[config.mk]
export PLATFORM = sky130hd
export DESIGN_NAME = jtcontra_gfx_slot_flat
export DESIGN_NICKNAME = d
export VERILOG_FILES = /design/src/rtl/jtcontra_gfx_slot_if.sv /design/src/rtl/jtcontra_gfx_slot.sv /design/src/flat_wrapper.sv
export SDC_FILE = /design/constraint.sdc
export NUM_CORES = 1
export LEC_CHECK = 0
export CORE_ASPECT_RATIO = 1.1
export CORE_UTILIZATION = 40
export CTS_CLUSTER_SIZE = 28
export DETAILED_ROUTE_END_ITERATION = 12
export GPL_ROUTABILITY_DRIVEN = 0
export PLACE_DENSITY = 0.71
export SLEW_MARGIN = 20
export SYNTH_ARGS = -nofsm -noshare
export SYNTH_HDL_FRONTEND = slang
export SYNTH_SLANG_ARGS = --single-unit
[constraint.sdc]
create_clock -name clk -period 2.6 [get_ports clk]
set_input_delay 0.39 -clock clk [delete_from_list [all_inputs] [get_ports clk]]
set_output_delay 0.39 -clock clk [all_outputs]
set_load 0.02 [all_outputs]
[src/rtl/jtcontra_gfx_slot_if.sv]
// Graphics ROM fetch bus: two layer-engine request ports plus the single SDRAM read port.
// The slave modport is the responder/arbiter side; the master modport drives requests and SDRAM replies.
interface jtcontra_gfx_slot_if;
  logic        gfx1_cs;
  logic [17:0] gfx1_addr;
  logic [15:0] gfx1_data;
  logic        gfx1_ok;
  logic        gfx2_cs;
  logic [17:0] gfx2_addr;
  logic [15:0] gfx2_data;
  logic        gfx2_ok;
  logic        sdram_req;
  logic [21:0] sdram_addr;
  logic        sdram_ack;
  logic        sdram_rdy;
  logic [15:0] sdram_din;

  modport slave (
    input  gfx1_cs, gfx1_addr, gfx2_cs, gfx2_addr, sdram_ack, sdram_rdy, sdram_din,
    output gfx1_data, gfx1_ok, gfx2_data, gfx2_ok, sdram_req, sdram_addr
  );

  modport master (
    output gfx1_cs, gfx1_addr, gfx2_cs, gfx2_addr, sdram_ack, sdram_rdy, sdram_din,
    input  gfx1_data, gfx1_ok, gfx2_data, gfx2_ok, sdram_req, sdram_addr
  );
endinterface

[src/rtl/jtcontra_gfx_slot.sv]
// Two-requester gfx ROM responder with a one-word cache per slot; hits answer in the same cycle,
// misses take 3 cycles plus SDRAM latency; sdram_req holds until ack. Option: JTCONTRA_SLOT_STATS_EN (fill counters).
module jtcontra_gfx_slot #(
  parameter logic [21:0] GFX1_OFFSET = 22'h0,
  parameter logic [21:0] GFX2_OFFSET = 22'h40000
) (
  input logic                clk,
  input logic                rstn,
  jtcontra_gfx_slot_if.slave bus
`ifdef JTCONTRA_SLOT_STATS_EN
  ,
  input  logic               stat_clr,
  output logic [15:0]        stat_miss1,
  output logic [15:0]        stat_miss2
`endif
);

  typedef enum logic [1:0] {IDLE, WAIT_ACK, WAIT_RDY} state_t;

  state_t      state, state_nxt;
  logic        sel, sel_nxt;          // 0 = gfx1, 1 = gfx2
  logic        last2;                 // last served slot was gfx2
  logic [17:0] req_addr, req_addr_nxt;
  logic        req_q, req_nxt;
  logic [21:0] addr_q, addr_nxt;
  logic        fill;

  logic        valid1, valid2;
  logic [17:0] tag1, tag2;
  logic [15:0] word1, word2;

  logic hit1, hit2, miss1, miss2;

  assign hit1  = valid1 && (bus.gfx1_addr == tag1);
  assign hit2  = valid2 && (bus.gfx2_addr == tag2);
  assign miss1 = bus.gfx1_cs && !hit1;
  assign miss2 = bus.gfx2_cs && !hit2;

  assign bus.gfx1_ok    = bus.gfx1_cs && hit1;
  assign bus.gfx2_ok    = bus.gfx2_cs && hit2;
  assign bus.gfx1_data  = word1;
  assign bus.gfx2_data  = word2;
  assign bus.sdram_req  = req_q;
  assign bus.sdram_addr = addr_q;

  always_ff @(posedge clk) begin
    if (!rstn) state <= IDLE;
    else       state <= state_nxt;
  end

  always_comb begin
    state_nxt    = state;
    sel_nxt      = sel;
    req_addr_nxt = req_addr;
    req_nxt      = req_q;
    addr_nxt     = addr_q;
    fill         = 1'b0;
    case (state)
      IDLE: begin
        if (miss1 || miss2) begin
          // On contention the slot not served last wins
          sel_nxt      = (miss1 && miss2) ? !last2 : miss2;
          req_addr_nxt = sel_nxt ? bus.gfx2_addr : bus.gfx1_addr;
          addr_nxt     = sel_nxt ? GFX2_OFFSET + {4'b0, bus.gfx2_addr}
                                 : GFX1_OFFSET + {4'b0, bus.gfx1_addr};
          req_nxt      = 1'b1;
          state_nxt    = WAIT_ACK;
        end
      end
      WAIT_ACK: begin
        if (bus.sdram_ack) begin
          req_nxt = 1'b0;
          if (bus.sdram_rdy) begin
            fill      = 1'b1;
            state_nxt = IDLE;
          end else begin
            state_nxt = WAIT_RDY;
          end
        end
      end
      WAIT_RDY: begin
        if (bus.sdram_rdy) begin
          fill      = 1'b1;
          state_nxt = IDLE;
        end
      end
      default: state_nxt = IDLE;
    endcase
  end

  always_ff @(posedge clk) begin
    if (!rstn) begin
      sel      <= 1'b0;
      last2    <= 1'b1;
      req_addr <= '0;
      req_q    <= 1'b0;
      addr_q   <= '0;
      valid1   <= 1'b0;
      valid2   <= 1'b0;
      tag1     <= '0;
      tag2     <= '0;
      word1    <= '0;
      word2    <= '0;
    end else begin
      sel      <= sel_nxt;
      req_addr <= req_addr_nxt;
      req_q    <= req_nxt;
      addr_q   <= addr_nxt;
      if (fill) begin
        last2 <= sel;
        if (sel) begin
          valid2 <= 1'b1;
          tag2   <= req_addr;
          word2  <= bus.sdram_din;
        end else begin
          valid1 <= 1'b1;
          tag1   <= req_addr;
          word1  <= bus.sdram_din;
        end
      end
    end
  end

`ifdef JTCONTRA_SLOT_STATS_EN
  always_ff @(posedge clk) begin
    if (!rstn || stat_clr) begin
      stat_miss1 <= '0;
      stat_miss2 <= '0;
    end else if (fill) begin
      if (!sel && stat_miss1 != 16'hFFFF) stat_miss1 <= stat_miss1 + 16'd1;
      if ( sel && stat_miss2 != 16'hFFFF) stat_miss2 <= stat_miss2 + 16'd1;
    end
  end
`endif

endmodule

[src/flat_wrapper.sv]
// flat-port wrapper written by rule: the top's interface ports become plain ports
module jtcontra_gfx_slot_flat 
#(
  parameter logic [21:0] GFX1_OFFSET = 22'h0,
  parameter logic [21:0] GFX2_OFFSET = 22'h40000
)
  (clk, rstn, bus_gfx1_cs, bus_gfx1_addr, bus_gfx2_cs, bus_gfx2_addr, bus_sdram_ack, bus_sdram_rdy, bus_sdram_din, bus_gfx1_data, bus_gfx1_ok, bus_gfx2_data, bus_gfx2_ok, bus_sdram_req, bus_sdram_addr);
  jtcontra_gfx_slot_if bus_i ();
  input logic clk;
  input logic rstn;
  input wire logic [$bits(bus_i.gfx1_cs)-1:0] bus_gfx1_cs;
  input wire logic [$bits(bus_i.gfx1_addr)-1:0] bus_gfx1_addr;
  input wire logic [$bits(bus_i.gfx2_cs)-1:0] bus_gfx2_cs;
  input wire logic [$bits(bus_i.gfx2_addr)-1:0] bus_gfx2_addr;
  input wire logic [$bits(bus_i.sdram_ack)-1:0] bus_sdram_ack;
  input wire logic [$bits(bus_i.sdram_rdy)-1:0] bus_sdram_rdy;
  input wire logic [$bits(bus_i.sdram_din)-1:0] bus_sdram_din;
  output wire logic [$bits(bus_i.gfx1_data)-1:0] bus_gfx1_data;
  output wire logic [$bits(bus_i.gfx1_ok)-1:0] bus_gfx1_ok;
  output wire logic [$bits(bus_i.gfx2_data)-1:0] bus_gfx2_data;
  output wire logic [$bits(bus_i.gfx2_ok)-1:0] bus_gfx2_ok;
  output wire logic [$bits(bus_i.sdram_req)-1:0] bus_sdram_req;
  output wire logic [$bits(bus_i.sdram_addr)-1:0] bus_sdram_addr;
  assign bus_i.gfx1_cs = bus_gfx1_cs;
  assign bus_i.gfx1_addr = bus_gfx1_addr;
  assign bus_i.gfx2_cs = bus_gfx2_cs;
  assign bus_i.gfx2_addr = bus_gfx2_addr;
  assign bus_i.sdram_ack = bus_sdram_ack;
  assign bus_i.sdram_rdy = bus_sdram_rdy;
  assign bus_i.sdram_din = bus_sdram_din;
  assign bus_gfx1_data = bus_i.gfx1_data;
  assign bus_gfx1_ok = bus_i.gfx1_ok;
  assign bus_gfx2_data = bus_i.gfx2_data;
  assign bus_gfx2_ok = bus_i.gfx2_ok;
  assign bus_sdram_req = bus_i.sdram_req;
  assign bus_sdram_addr = bus_i.sdram_addr;
  jtcontra_gfx_slot #(.GFX1_OFFSET(GFX1_OFFSET), .GFX2_OFFSET(GFX2_OFFSET)) u_core (.clk(clk), .rstn(rstn), .bus(bus_i));
endmodule
==> impl_results.md, run 1 <==
- Status: complete, no violations
- Vias in the first global route: slightly above 4000
- H-tree depth: 3
- Reg2reg path depth: 8
- Root buffer cell: clkbuf_8
- Ys Warns: 0
- Final worst path period need: roughly 2500 ps
- Slew of the pin with the lowest slew margin: around 590 ps
- FP Rows: 38
- Detailed placement HPWL: between 9000 and 10000 um
- Number of DRC markers in iteration 0: 245
- Hold Crit Depth: 3
- RSZ-0062 raised after global routing: false
- Post-synthesis cell area: about 4100 sq um
- Drt total wl: between 10000 and 15000 um
- #FFs+latches synth: 93
- Clock latency at the later pin of the worst-skew pair: 360 ps
- Crit path DAT: 2140 ps
- Pleak: slightly above 2 nW
- Initial DRT Pass Iterations: 5
- Area contributors post-synth: dfxtp_1, nand2_1, a21oi_1
- Hold Violations, Final: 0
- Die width: 98.87 um
- DR WL/cell: between 15 and 20 um
- Drt drc: 0
- Tot GR Track Use: about a quarter
- Post-route ant nets: 0
- Grt total ovfl: 0
- Via count: around 4200
- Worst-path clk slew: 90 ps
- Post-Synthesis Cells: between 500 and 600
- Sequential-to-total area share from yosys stat: a little under half
- CP Launch Type: input port
- IO Port Bufs: between 100 and 150
- Worst Path Class, Setup: input port to primary output
- CTS tree: yes
- Slew Viols, Final: 0
- CP Data Required Time: about 2200 ps
- Most frequent cells in the layout: nand2_1, clkdlybuf4s50_1, dfxtp_1
- Initial antenna violation count: 0
- CP Max Fanout: 3
- Most common cell after layout, fill and taps aside: nand2_1
- Deepest clock path buffer count: 2
- CTS buffer count: 9
- Synthesized area per cell: 8.002 sq um
- FF-to-FF End: u_core.req_addr[14]
- Setup crit end kind: primary output
- Fillers: between 900 and 1000
- CTS sink cnt: 93
- Post-synth top area share: a little under half
- Worst hold path startpoint: bus_gfx1_addr[0]
- Util after Layout: between 50% and 60%
- Area delta synth->final: 40.97%
- Share of post-route cells with drive strength above 1: between 10% and 20%
- Largest net degree at the start of global routing: 36
- Total Power: between 3 and 4 mW
- Die Height: between 100 and 150 um
- Part of the cycle the worst path needs: slightly below 100%
- Total die area: around 11000 sq um
- Worst clock skew: 15.42 ps
- I/O pin count: 115
- WHS Endpoint: u_core.req_addr[0]
- Synth cell types: between 40 and 50
- Initial core utilization: 41.55%
- Yosys top cell by area: dfxtp_1
- First-pass GRT wire length: between 20000 and 25000 um
- Worst slew margin: approximately three fifths
- Post-layout nets: 700
- FF-to-FF Start: u_core.tag1[0]
- Vias per cell: ~5.5
- CORE AREA: approximately 10000 sq um
- Hold crit path type: input port to register
- Setup slack, reg-to-reg: 240 ps
- Final setup viols: 0
- Power per cell area: around 540 nW/um^2
- Antenna cells: 0
- Peak Freq: between 300 and 400 MHz
- Max Cap Viol: 0
- VDD IR max: 309.9 uV
[cells in the mapped netlist]
cell	instances
a21oi_1	73
xor2_1	21
nor3_1	23
inv_1	6
or4_1	2
o311a_1	2
ha_1	3
o31ai_2	1
o221a_2	1
a21oi_2	1
a21boi_1	1
nand4_1	13
nand3_1	19
a21o_1	1
a31o_2	1
or3b_1	1
o21a_1	1
buf_4	5
clkbuf_2	1
conb_1	1
a311oi_1	17
xnor2_1	15
nand2_1	142
dfxtp_1	93
and3_1	1
clkbuf_1	26
o31ai_4	1
and3_2	1
o22ai_1	1
nor4_4	1
buf_6	2
a311oi_2	1
or4b_1	1
a211o_1	1
buf_2	2
nor2_1	8
inv_2	1
o21ai_0	18
or4_4	1
a31oi_1	1
nor4_1	5
[report_power, final]
group          switching, mW  internal (mW)
logic                  0.314          0.289
registers             0.0611           1.48
clock network          0.536          0.485
total                  0.912           2.25
[area by class of cell]
class                      instances  area (sq um)  area share (%)
clock inverter                     5         67.56           1.161
tap                              120         150.1           2.580
sequential                        93          1862           31.99
inverter                           7         26.28          0.4514
clock buffer                      11         141.4           2.429
multi-input combinational        382          2125           36.50
timing repair buffer             146          1449           24.89
[flip-flops by register name, summed over array words and instances (netlist names)]
signal	count
u_core.tag2	18
u_core.last2	1
u_core.tag1	18
u_core.valid2	1
u_core.bus.gfx1_data	16
u_core.bus.sdram_addr	2
u_core.state	2
u_core.valid1	1
u_core.bus.gfx2_data	16
u_core.bus.sdram_req	1
u_core.req_addr	17
[repair_timing]
item                       4_1_cts  5_1_grt
hold buffers                     0        0
setup buffers                    0        1
setup endpoints to repair        2       20
pin swaps                        1        4
resized for setup               10       10
[worst max-delay path: stages]
cell and delay (ps):
clkdlybuf4s50_1 430, xor2_1 170, or4_4 570, nor4_4 200, and3_4 240, buf_4 140
[through the flow]
step | hold slack, ps | cells | setup WS, ps | instance area (sq um) | TNS [ps]
after floorplan | 437.9 | 518 | 485.5 | 4136 | 0
after global placement | 442.3 | 747 | -412.3 | 5560 | -4717
after detailed placement | 451.3 | 747 | -450.2 | 5560 | -5274
after CTS | 462.9 | 763 | 13.47 | 5768 | 0
after global routing | 388.5 | 764 | 7.301 | 5821 | 0
final | 379.3 | 764 | 73.54 | 5821 | 0
[how the worst max path moves through the flow]
stage	cells past startpoint	slack [ps]	endpoint	startpoint
after floorplan	7	490	u_core.req_addr[16]	bus_gfx1_addr[15]
after global placement	6	-410	bus_gfx2_ok	bus_gfx2_addr[16]
after detailed placement	6	-450	bus_gfx2_ok	bus_gfx2_addr[16]
after CTS	6	10	bus_gfx1_ok	bus_gfx1_addr[15]
after global routing	6	7	bus_gfx1_ok	bus_gfx1_addr[14]
final	6	70	bus_gfx1_ok	bus_gfx1_addr[14]
[metal layers]
| metal | share of wire [%] | track usage, % |
|---|---|---|
| met2 | 48 | 41.61 |
| met3 | 8.9 | 6.658 |
| met4 | 2.0 | 10.23 |
| met5 | 0 | 0 |
| met1 | 41 | 29.06 |
[kinds of logic (layout without fill, tap and decap cells)]
| logic type | count (synthesis) | in the layout | synth area share, % |
|---|---|---|---|
| simple gates | 218 | 218 | 23.39 |
| compound gates | 122 | 122 | 18.06 |
| flops | 93 | 93 | 45.09 |
| buf+inv | 43 | 169 | 4.818 |
| xor+xnor | 36 | 36 | 7.637 |
| fa+ha+maj | 3 | 3 | 0.9092 |
| other cells | 1 | 3 | 0.09082 |
Power figures use the tool's default switching activity.
==> run 2, diff against run 1 <==
--- a/config.mk
+++ b/config.mk
@@ -5,12 +5,13 @@
 export SDC_FILE = /design/constraint.sdc
 export NUM_CORES = 1
 export LEC_CHECK = 0
+export ABC_CLOCK_PERIOD_IN_PS = 2600
 export CORE_ASPECT_RATIO = 1.1
-export CORE_UTILIZATION = 40
+export CORE_UTILIZATION = 28
 export CTS_CLUSTER_SIZE = 28
 export DETAILED_ROUTE_END_ITERATION = 12
 export GPL_ROUTABILITY_DRIVEN = 0
-export PLACE_DENSITY = 0.71
+export PLACE_DENSITY = 0.53
 export SLEW_MARGIN = 20
 export SYNTH_ARGS = -nofsm -noshare
 export SYNTH_HDL_FRONTEND = slang
==> run 2 against run 1 <==
Die area increased by 42%. Count of clock-buffer cells in the layout is 1 higher. Cell count rose by 12%. Critical path depth up 6. Sequential share of layout area shrank 1.4 points. Clock power increased by 21%. Combinational power up 3%. Worst setup slack got worse by 36 ps. First-iteration DRC count shrank 7.3%. Register-to-register slack worse by 40 ps. Hold slack improved by 42 ps. Critical path type is now input port to register. Largest cell class unchanged.
==> impl_results.md, run 2 (synthesis gave the netlist of run 1 again) <==
- Slew Viols, Final: 0 (unchanged)
- Setup crit end kind: register (was primary output)
- Number of DRC markers in iteration 0: 227 (was 245)
- Reg2reg path depth: 11 (was 8)
- Combinational share of power: 18.3% (was 19.1%)
- CTS tree: yes (unchanged)
- CP Data Required Time: 2790 ps (was 2210 ps)
- Pleak: 2.166 nW (was 2.062 nW)
- Critical path's largest stage delay: 600 ps (was 570 ps)
- Switch Pwr: 0.9450 mW (was 0.9118 mW)
- H-tree depth: 3 (unchanged)
- Sw frac: 27.86% (was 28.82%)
- Final setup viols: 0 (unchanged)
- Status: complete, no violations (unchanged)
- Total die area: 15240 sq um (was 10730 sq um)
- Worst clock skew: 9.276 ps (was 15.42 ps)
- Detailed placement HPWL: 10320 um (was 9328 um)
- Biggest regs: u_core.tag1: 18 flops, u_core.tag2: 18 flops, u_core.req_addr: 17 flops (unchanged)
- Crit path DAT: 2750 ps (was 2140 ps)
- CTS Hold Bufs: 0 (unchanged)
- Worst slew margin: 52.96% (was 60.48%)
- Slew of the pin with the lowest slew margin: 705.6 ps (was 591.9 ps)
- Design Area, Final: 6083 sq um (was 5821 sq um)
- Setup slack, reg-to-reg: 200 ps (was 240 ps)
- Final worst path period need: 2563 ps (was 2526 ps)
- TNS Setup: 0 ps (unchanged)
- Drt drc: 0 (unchanged)
- Most frequent cells in the layout: nand2_1, clkdlybuf4s50_1, dfxtp_1 (unchanged)
- Fin cells: 852 (was 764)
- Seq pwr share: 45.4% (was 48.6%)
- Fillers: 1484 (was 904)
- Deepest clock path buffer count: 2 (unchanged)
- Most used cell along the critical path: buf_4
- Placement Cell Area: 5736 sq um (was 5560 sq um)
- Share of post-route cells with drive strength above 1: 12.73% (was 10.71%)
- CP Launch Type: input port (unchanged)
- Antenna cells: 0 (unchanged)
- Initial core utilization: 28.70% (was 41.55%)
- CP max stage cell: or4b_1 (was or4_4)
- DRT met1 WL: 6305 um (was 5279 um)
- CP Cell Sequence: clkdlybuf4s50_1 -> xor2_1 -> or4b_1 -> nor4_4 -> buf_4 -> buf_4 -> buf_4 -> buf_4 -> a21boi_1 -> buf_4 -> nand3_1 -> a311oi_1 (was clkdlybuf4s50_1 -> xor2_1 -> or4_4 -> nor4_4 -> and3_4 -> buf_4)
- Largest net degree at the start of global routing: 70 (was 36)
- Vias in the first global route: 4303 (was 4131)
- Clock power share: 36.2% (was 32.3%)
- I/O pin count: 115 (unchanged)
- Hold crit path type: input port to register (unchanged)
- Post-route ant nets: 0 (unchanged)
- Top delay family on crit path: buffers and inverters (was simple AND/OR/NAND/NOR gates)
- Total Power: 3.392 mW (was 3.163 mW)
- Most common cell after layout, fill and taps aside: nand2_1 (unchanged)
- Wire length on met3: 1202 um (was 1140 um)
- Worst hold path startpoint: bus_gfx1_addr[13] (was bus_gfx1_addr[0])
- Worst-path clk slew: 60 ps (was 90 ps)
- Power per cell area: 557.6 nW/um^2 (was 543.5 nW/um^2)
- Peak Freq: 390.2 MHz (was 395.8 MHz)
- Dpl ws: -547.4 ps (was -450.2 ps)
- Internal: 2.447 mW (was 2.252 mW)
- Root buffer cell: clkbuf_16 (was clkbuf_8)
- Grt total ovfl: 0 (unchanged)
- Area delta synth->final: 47.33% (was 40.97%)
- Vias per cell: 5.038 (was 5.487)
- First-pass GRT wire length: 22530 um (was 20390 um)
- Clock latency at the later pin of the worst-skew pair: 350 ps (was 360 ps)
- Tot GR Track Use: 19.26% (was 24.44%)
- Placed cell count: 832 (was 747)
- CORE AREA: 14390 sq um (was 9937 sq um)
- FF-to-FF End: u_core.req_addr[13] (was u_core.req_addr[14])
- FP Rows: 46 (was 38)
- DR WL/cell: 16.92 um (was 16.75 um)
- Part of the cycle the worst path needs: 98.57% (was 97.17%)
- Die Height: 129.4 um (was 108.6 um)
- Via count: 4292 (was 4192)
- Buf/Inv on CP: 6 (was 2)
- Max Cap Viol: 0 (unchanged)
- Initial antenna violation count: 0 (unchanged)
- CTS buffer count: 9 (unchanged)
- Die width: 117.8 um (was 98.87 um)
- IO Port Bufs: 111 (unchanged)
- CP Max Fanout: 10 (was 3)
- Drt total wl: 14420 um (was 12790 um)
- Metal2 WL: 6649 um (was 6120 um)
- Top Layer Used: met4 (unchanged)
- Worst Path Class, Setup: input port to register (was input port to primary output)
- Hold Crit Depth: 3 (unchanged)
- Hold Violations, Final: 0 (unchanged)
- WHS Endpoint: u_core.req_addr[13] (was u_core.req_addr[0])
- VDD IR max: 299.4 uV (was 309.9 uV)
- CTS sink cnt: 93 (unchanged)
- Setup ws final: 37.17 ps (was 73.54 ps)
- Post-layout nets: 716 (was 700)
- FF-to-FF Start: u_core.tag2[0] (was u_core.tag1[0])
- Initial DRT Pass Iterations: 5 (unchanged)
run 2: cell types whose count changed in the layout (fill, tap and decap cells not counted), sizes merged:
cell    change
inv         -2
buf        +16
clkbuf      +1
bufinv      -1
clkinv      +2
run 2: layout make-up:
class | count | area [sq um] | area share, %
multi-input combinational | 382 | 2126 | 34.94
sequential | 93 | 1862 | 30.60
timing repair buffer | 162 | 1559 | 25.63
clock buffer | 12 | 246.5 | 4.052
tap | 192 | 240.2 | 3.949
inverter | 7 | 26.28 | 0.4319
clock inverter | 4 | 23.77 | 0.3908
run 2: power by group through the flow:
stage | Combinational, mW | Clock [mW] | Sequential [mW]
global route | 0.664 | 1.33 | 1.55
floorplan | 0.234 | 0 | 1.60
detailed placement | 0.612 | 0 | 1.57
global placement | 0.606 | 0 | 1.57
finish | 0.621 | 1.23 | 1.54
CTS | 0.619 | 1.27 | 1.54
run 2: worst max path at each step:
stage / end / cells after the start / slack [ps] / startpoint
after floorplan: u_core.req_addr[16] / 7 / 490 / bus_gfx1_addr[15]
after global placement: bus_gfx2_ok / 6 / -490 / bus_gfx2_addr[16]
after detailed placement: bus_gfx2_ok / 6 / -550 / bus_gfx2_addr[16]
after CTS: bus_gfx1_ok / 6 / 0.8 / bus_gfx1_addr[11]
after global routing: bus_gfx2_ok / 6 / -30 / bus_gfx2_addr[16]
final: u_core.req_addr[13] / 12 / 40 / bus_gfx2_addr[16]
run 2: tightest hold or removal path: stages:
cell,delay (ps)
dlymetal6s2s_1,140
o21ai_0,90
a311oi_1,100
run 2: what timing repair did:
| action | CTS | global route |
|---|---|---|
| endpoints found under the setup margin | 6 | 20 |
| pin swaps | 2 | 3 |
| setup buffers | 4 | 0 |
| hold endpoints to repair | 0 | 0 |
| gates resized for setup | 13 | 8 |
run 2: through the flow:
step                hold WS (ps)  util [%]
CTS                        456.1     42.03
finish                     421.1     42.28
global route               418.4     42.28
floorplan                  437.9         -
global placement           445.1     39.86
detailed placement         447.3     39.86
run 2: metal layers:
metal | vias to the layer above | global-route usage [%]
li1 | 2064 | -
met1 | 2022 | 23.12
met2 | 179 | 32.21
met3 | 27 | 6.294
met4 | 0 | 7.164
met5 | - | 0
==> run 3, diff against run 2 <==
--- a/config.mk
+++ b/config.mk
@@ -5,13 +5,14 @@
 export SDC_FILE = /design/constraint.sdc
 export NUM_CORES = 1
 export LEC_CHECK = 0
+export ABC_AREA = 1
 export ABC_CLOCK_PERIOD_IN_PS = 2600
 export CORE_ASPECT_RATIO = 1.1
 export CORE_UTILIZATION = 28
 export CTS_CLUSTER_SIZE = 28
 export DETAILED_ROUTE_END_ITERATION = 12
 export GPL_ROUTABILITY_DRIVEN = 0
-export PLACE_DENSITY = 0.53
+export PLACE_DENSITY = 0.52
 export SLEW_MARGIN = 20
 export SYNTH_ARGS = -nofsm -noshare
 export SYNTH_HDL_FRONTEND = slang
==> constraint.sdc (replaced) <==
create_clock -name clk -period 2.6 [get_ports clk]
set_input_delay 0.39 -clock clk [delete_from_list [all_inputs] [get_ports clk]]
set_output_delay 0.39 -clock clk [all_outputs]
set_load 0.01 [all_outputs]
==> run 3 against run 2 <==
Non-clock buffer count fell by 34. Total power grew 38%. Flip-flop and latch count is the same. Hold slack gained 21 ps.
==> impl_results.md, run 3 <==
- Status: complete, no violations (unchanged)
- Tot GR Track Use: 16.73% (was 19.26%)
- I/O pin count: 115 (unchanged)
- Top delay family on crit path: buffers and inverters (unchanged)
- Die Height: 138.2 um (was 129.4 um)
- Post-route ant nets: 0 (unchanged)
- EDFF count, synth: 0 (unchanged)
- Via count: 4448 (was 4292)
- Synth cell types: 34 (was 41)
- Synthesized area per cell: 6.696 sq um (was 8.002 sq um)
- Hold crit path type: register to register (was input port to register)
- Post-layout nets: 872 (was 716)
- Min Hold Slack: 442.4 ps (was 421.1 ps)
- Clock latency at the later pin of the worst-skew pair: 350 ps (about the same)
- Sequential-to-total area share from yosys stat: 39.44% (was 45.09%)
- Vias in the first global route: 4268 (was 4303)
- Placement Cell Area: 6071 sq um (was 5736 sq um)
- DR WL/cell: 13.52 um (was 16.92 um)
- TNS Setup: 0 ps (unchanged)
- Metal2 WL: 6381 um (was 6649 um)
- Drt total wl: 13790 um (was 14420 um)
- Post-synth top area share: 39.44% (was 45.09%)
- Initial antenna violation count: 0 (unchanged)
- CP Data Required Time: 2210 ps (was 2790 ps)
- Slew of the pin with the lowest slew margin: 820.0 ps (was 705.6 ps)
- Post-synthesis cell area: 4721 sq um (was 4129 sq um)
- VDD IR max: 326.6 uV (was 299.4 uV)
- Placed cell count: 1004 (was 832)
- Reg2reg path depth: 8 (was 11)
- Util after Layout: 39.07% (was 42.28%)
- Total Power: 4.693 mW (was 3.392 mW)
- Most used cell along the critical path: nand4_1 (was buf_4)
- Slew Viols, Final: 0 (unchanged)
- Critical path's largest stage delay: 540 ps (was 600 ps)
- CTS sink cnt: 93 (unchanged)
- Top Layer Used: met4 (unchanged)
- Root buffer cell: clkbuf_16 (unchanged)
- Setup slack, reg-to-reg: 700 ps (was 200 ps)
- IO Port Bufs: 111 (unchanged)
- Dpl ws: -111.7 ps (was -547.4 ps)
- CP Max Fanout: 3 (was 10)
- Grt total ovfl: 0 (unchanged)
- Area contributors post-synth: dfxtp_1, inv_1, nand2_1 (was dfxtp_1, nand2_1, a21oi_1)
- RSZ-0062 raised after global routing: false
- Most common cell after layout, fill and taps aside: inv_1 (was nand2_1)
- Antenna cells: 0 (unchanged)
- Number of DRC markers in iteration 0: 169 (was 227)
- Power per cell area: 731.1 nW/um^2 (was 557.6 nW/um^2)
- Post-CTS Setup Bufs: 0 (was 4)
- Share of post-route cells with drive strength above 1: 7.721% (was 12.73%)
- Vias per cell: 4.361 (was 5.038)
- Crit path DAT: 1990 ps (was 2750 ps)
- Design Area, Final: 6420 sq um (was 6083 sq um)
- Buf/Inv on CP: 3 (was 6)
- Pleak: 2.752 nW (was 2.166 nW)
- Post-Synthesis Cells: 705 (was 516)
- Fin cells: 1020 (was 852)
- Final setup viols: 0 (unchanged)
- Worst-path clk slew: 60 ps (about the same)
- Setup ws final: 223.8 ps (was 37.17 ps)
- Initial DRT Pass Iterations: 4 (was 5)
- Ys flop type: dfxtp_1 (unchanged)
- Commonest cells in the netlist: inv_1, nand2_1, dfxtp_1 (was nand2_1, dfxtp_1, a21oi_1)
- Largest net degree at the start of global routing: 72 (was 70)
- Ys Warns: 0 (unchanged)
- #FFs+latches synth: 93 (unchanged)
- Ys async rst share: 0% (unchanged)
- Area delta synth->final: 35.99% (was 47.33%)
- Part of the cycle the worst path needs: 91.39% (was 98.57%)
- Final worst path period need: 2376 ps (was 2563 ps)
- Worst slew margin: 45.28% (was 52.96%)
- Peak Freq: 420.8 MHz (was 390.2 MHz)
- Worst Path Class, Setup: input port to primary output (was input port to register)
- Worst clock skew: 8.304 ps (was 9.276 ps)
- Hold Crit Depth: 2 (was 3)
- CORE AREA: 16430 sq um (was 14390 sq um)
- Critical path depth: 9 (was 12)
- CP max stage cell: clkdlybuf4s50_1 (was or4b_1)
- Max Cap Viol: 0 (unchanged)
- First-pass GRT wire length: 22460 um (was 22530 um)
- Hold Violations, Final: 0 (unchanged)
- Detailed placement HPWL: 10050 um (was 10320 um)
- CTS Hold Bufs: 0 (unchanged)
- FP Rows: 49 (was 46)
- Deepest clock path buffer count: 2 (unchanged)
- Initial core utilization: 28.73% (was 28.70%)
- Setup crit end kind: primary output (was register)
- Die width: 125.8 um (was 117.8 um)
- H-tree depth: 3 (unchanged)
- CTS tree: yes (unchanged)
- Total die area: 17380 sq um (was 15240 sq um)
- CTS buffer count: 9 (unchanged)
- CP Cell Sequence: clkdlybuf4s50_1 -> inv_1 -> nand2_1 -> and2_1 -> nand4_1 -> nor4_2 -> nand4_1 -> nor2_1 -> clkdlybuf4s15_1 (was clkdlybuf4s50_1 -> xor2_1 -> or4b_1 -> nor4_4 -> buf_4 -> buf_4 -> buf_4 -> buf_4 -> a21boi_1 -> buf_4 -> nand3_1 -> a311oi_1)
- Biggest regs: u_core.tag1: 18 flops, u_core.tag2: 18 flops, u_core.req_addr: 17 flops (unchanged)
- Drt drc: 0 (unchanged)
- Wire length on met3: 862 um (was 1202 um)
- Most frequent cell after synthesis: inv_1 (was nand2_1)
- Yosys top cell by area: dfxtp_1 (unchanged)
- DRT met1 WL: 6284 um (was 6305 um)
- CP Launch Type: input port (unchanged)
- Most frequent cells in the layout: inv_1, nand2_1, clkdlybuf4s50_1 (was nand2_1, clkdlybuf4s50_1, dfxtp_1)
## run 3: cell count changes in the layout (fill, tap and decap cells not counted), moves of 19 or more
cell | previous run | this run
buf_4 | 48 | 14
nand3_1 | 18 | 37
nor2_1 | 6 | 32
xor2_1 | 21 | 1
nor3_1 | 23 | 2
inv_1 | 6 | 146
o21ai_0 | 18 | 69
## run 3: cell type report
cell class | instances | area, sq um
multi-input combinational | 426 | 2110
sequential | 93 | 1862
tap | 204 | 255.2
clock buffer | 10 | 229.0
timing repair buffer | 128 | 1274
fill | 1748 | 10010
clock inverter | 6 | 111.4
inverter | 153 | 579.3
## run 3: report_power, final
group / leakage [nW] / internal [mW] / switching (mW) / total [mW]
Combinational: 1.83 / 0.643 / 0.730 / 1.37
Sequential: 0.756 / 1.62 / 0.167 / 1.79
Clock: 0.163 / 0.941 / 0.589 / 1.53
Total: 2.75 / 3.21 / 1.49 / 4.69
## run 3: worst reg2reg max path, cell delays in order, from the launching register on
cell and delay [ps]:
dfxtp_1 340, inv_1 80, ha_1 270, nand2_1 40, inv_1 70, nand3_2 370, buf_12 320, o21ai_0 220
a21oi_1 60
## run 3: path summary, 6_finish.rpt
check / startpoint / end
setup reg to reg: u_core.state[0] / u_core.tag2[2]
hold / removal: u_core.bus.gfx1_data[9] / u_core.bus.gfx1_data[9]
setup / recovery: bus_gfx1_addr[3] / bus_gfx1_ok
hold reg to reg: u_core.bus.gfx1_data[9] / u_core.bus.gfx1_data[9]
## run 3: cell families (layout without fill, tap and decap cells)
| group | Yosys count | in the layout | share of synthesized area, % |
|---|---|---|---|
| compound gates | 162 | 162 | 17.31 |
| other cells | 1 | 3 | 0.07944 |
| xor+xnor | 7 | 7 | 1.299 |
| fa+ha+maj | 3 | 3 | 0.7952 |
| flops | 93 | 93 | 39.44 |
| simple gates | 251 | 251 | 24.81 |
| buf+inv | 188 | 297 | 16.27 |
## run 3: repair_timing
action / CTS / global route
hold endpoints to repair: 0 / 0
resized for setup: 1 / 3
setup endpoints to repair: 1 / 2
## run 3: layer usage
layer	track usage, %	vias up
met5	0	-
met4	6.722	0
met3	4.760	15
met2	27.92	94
met1	20.20	1933
li1	-	2406
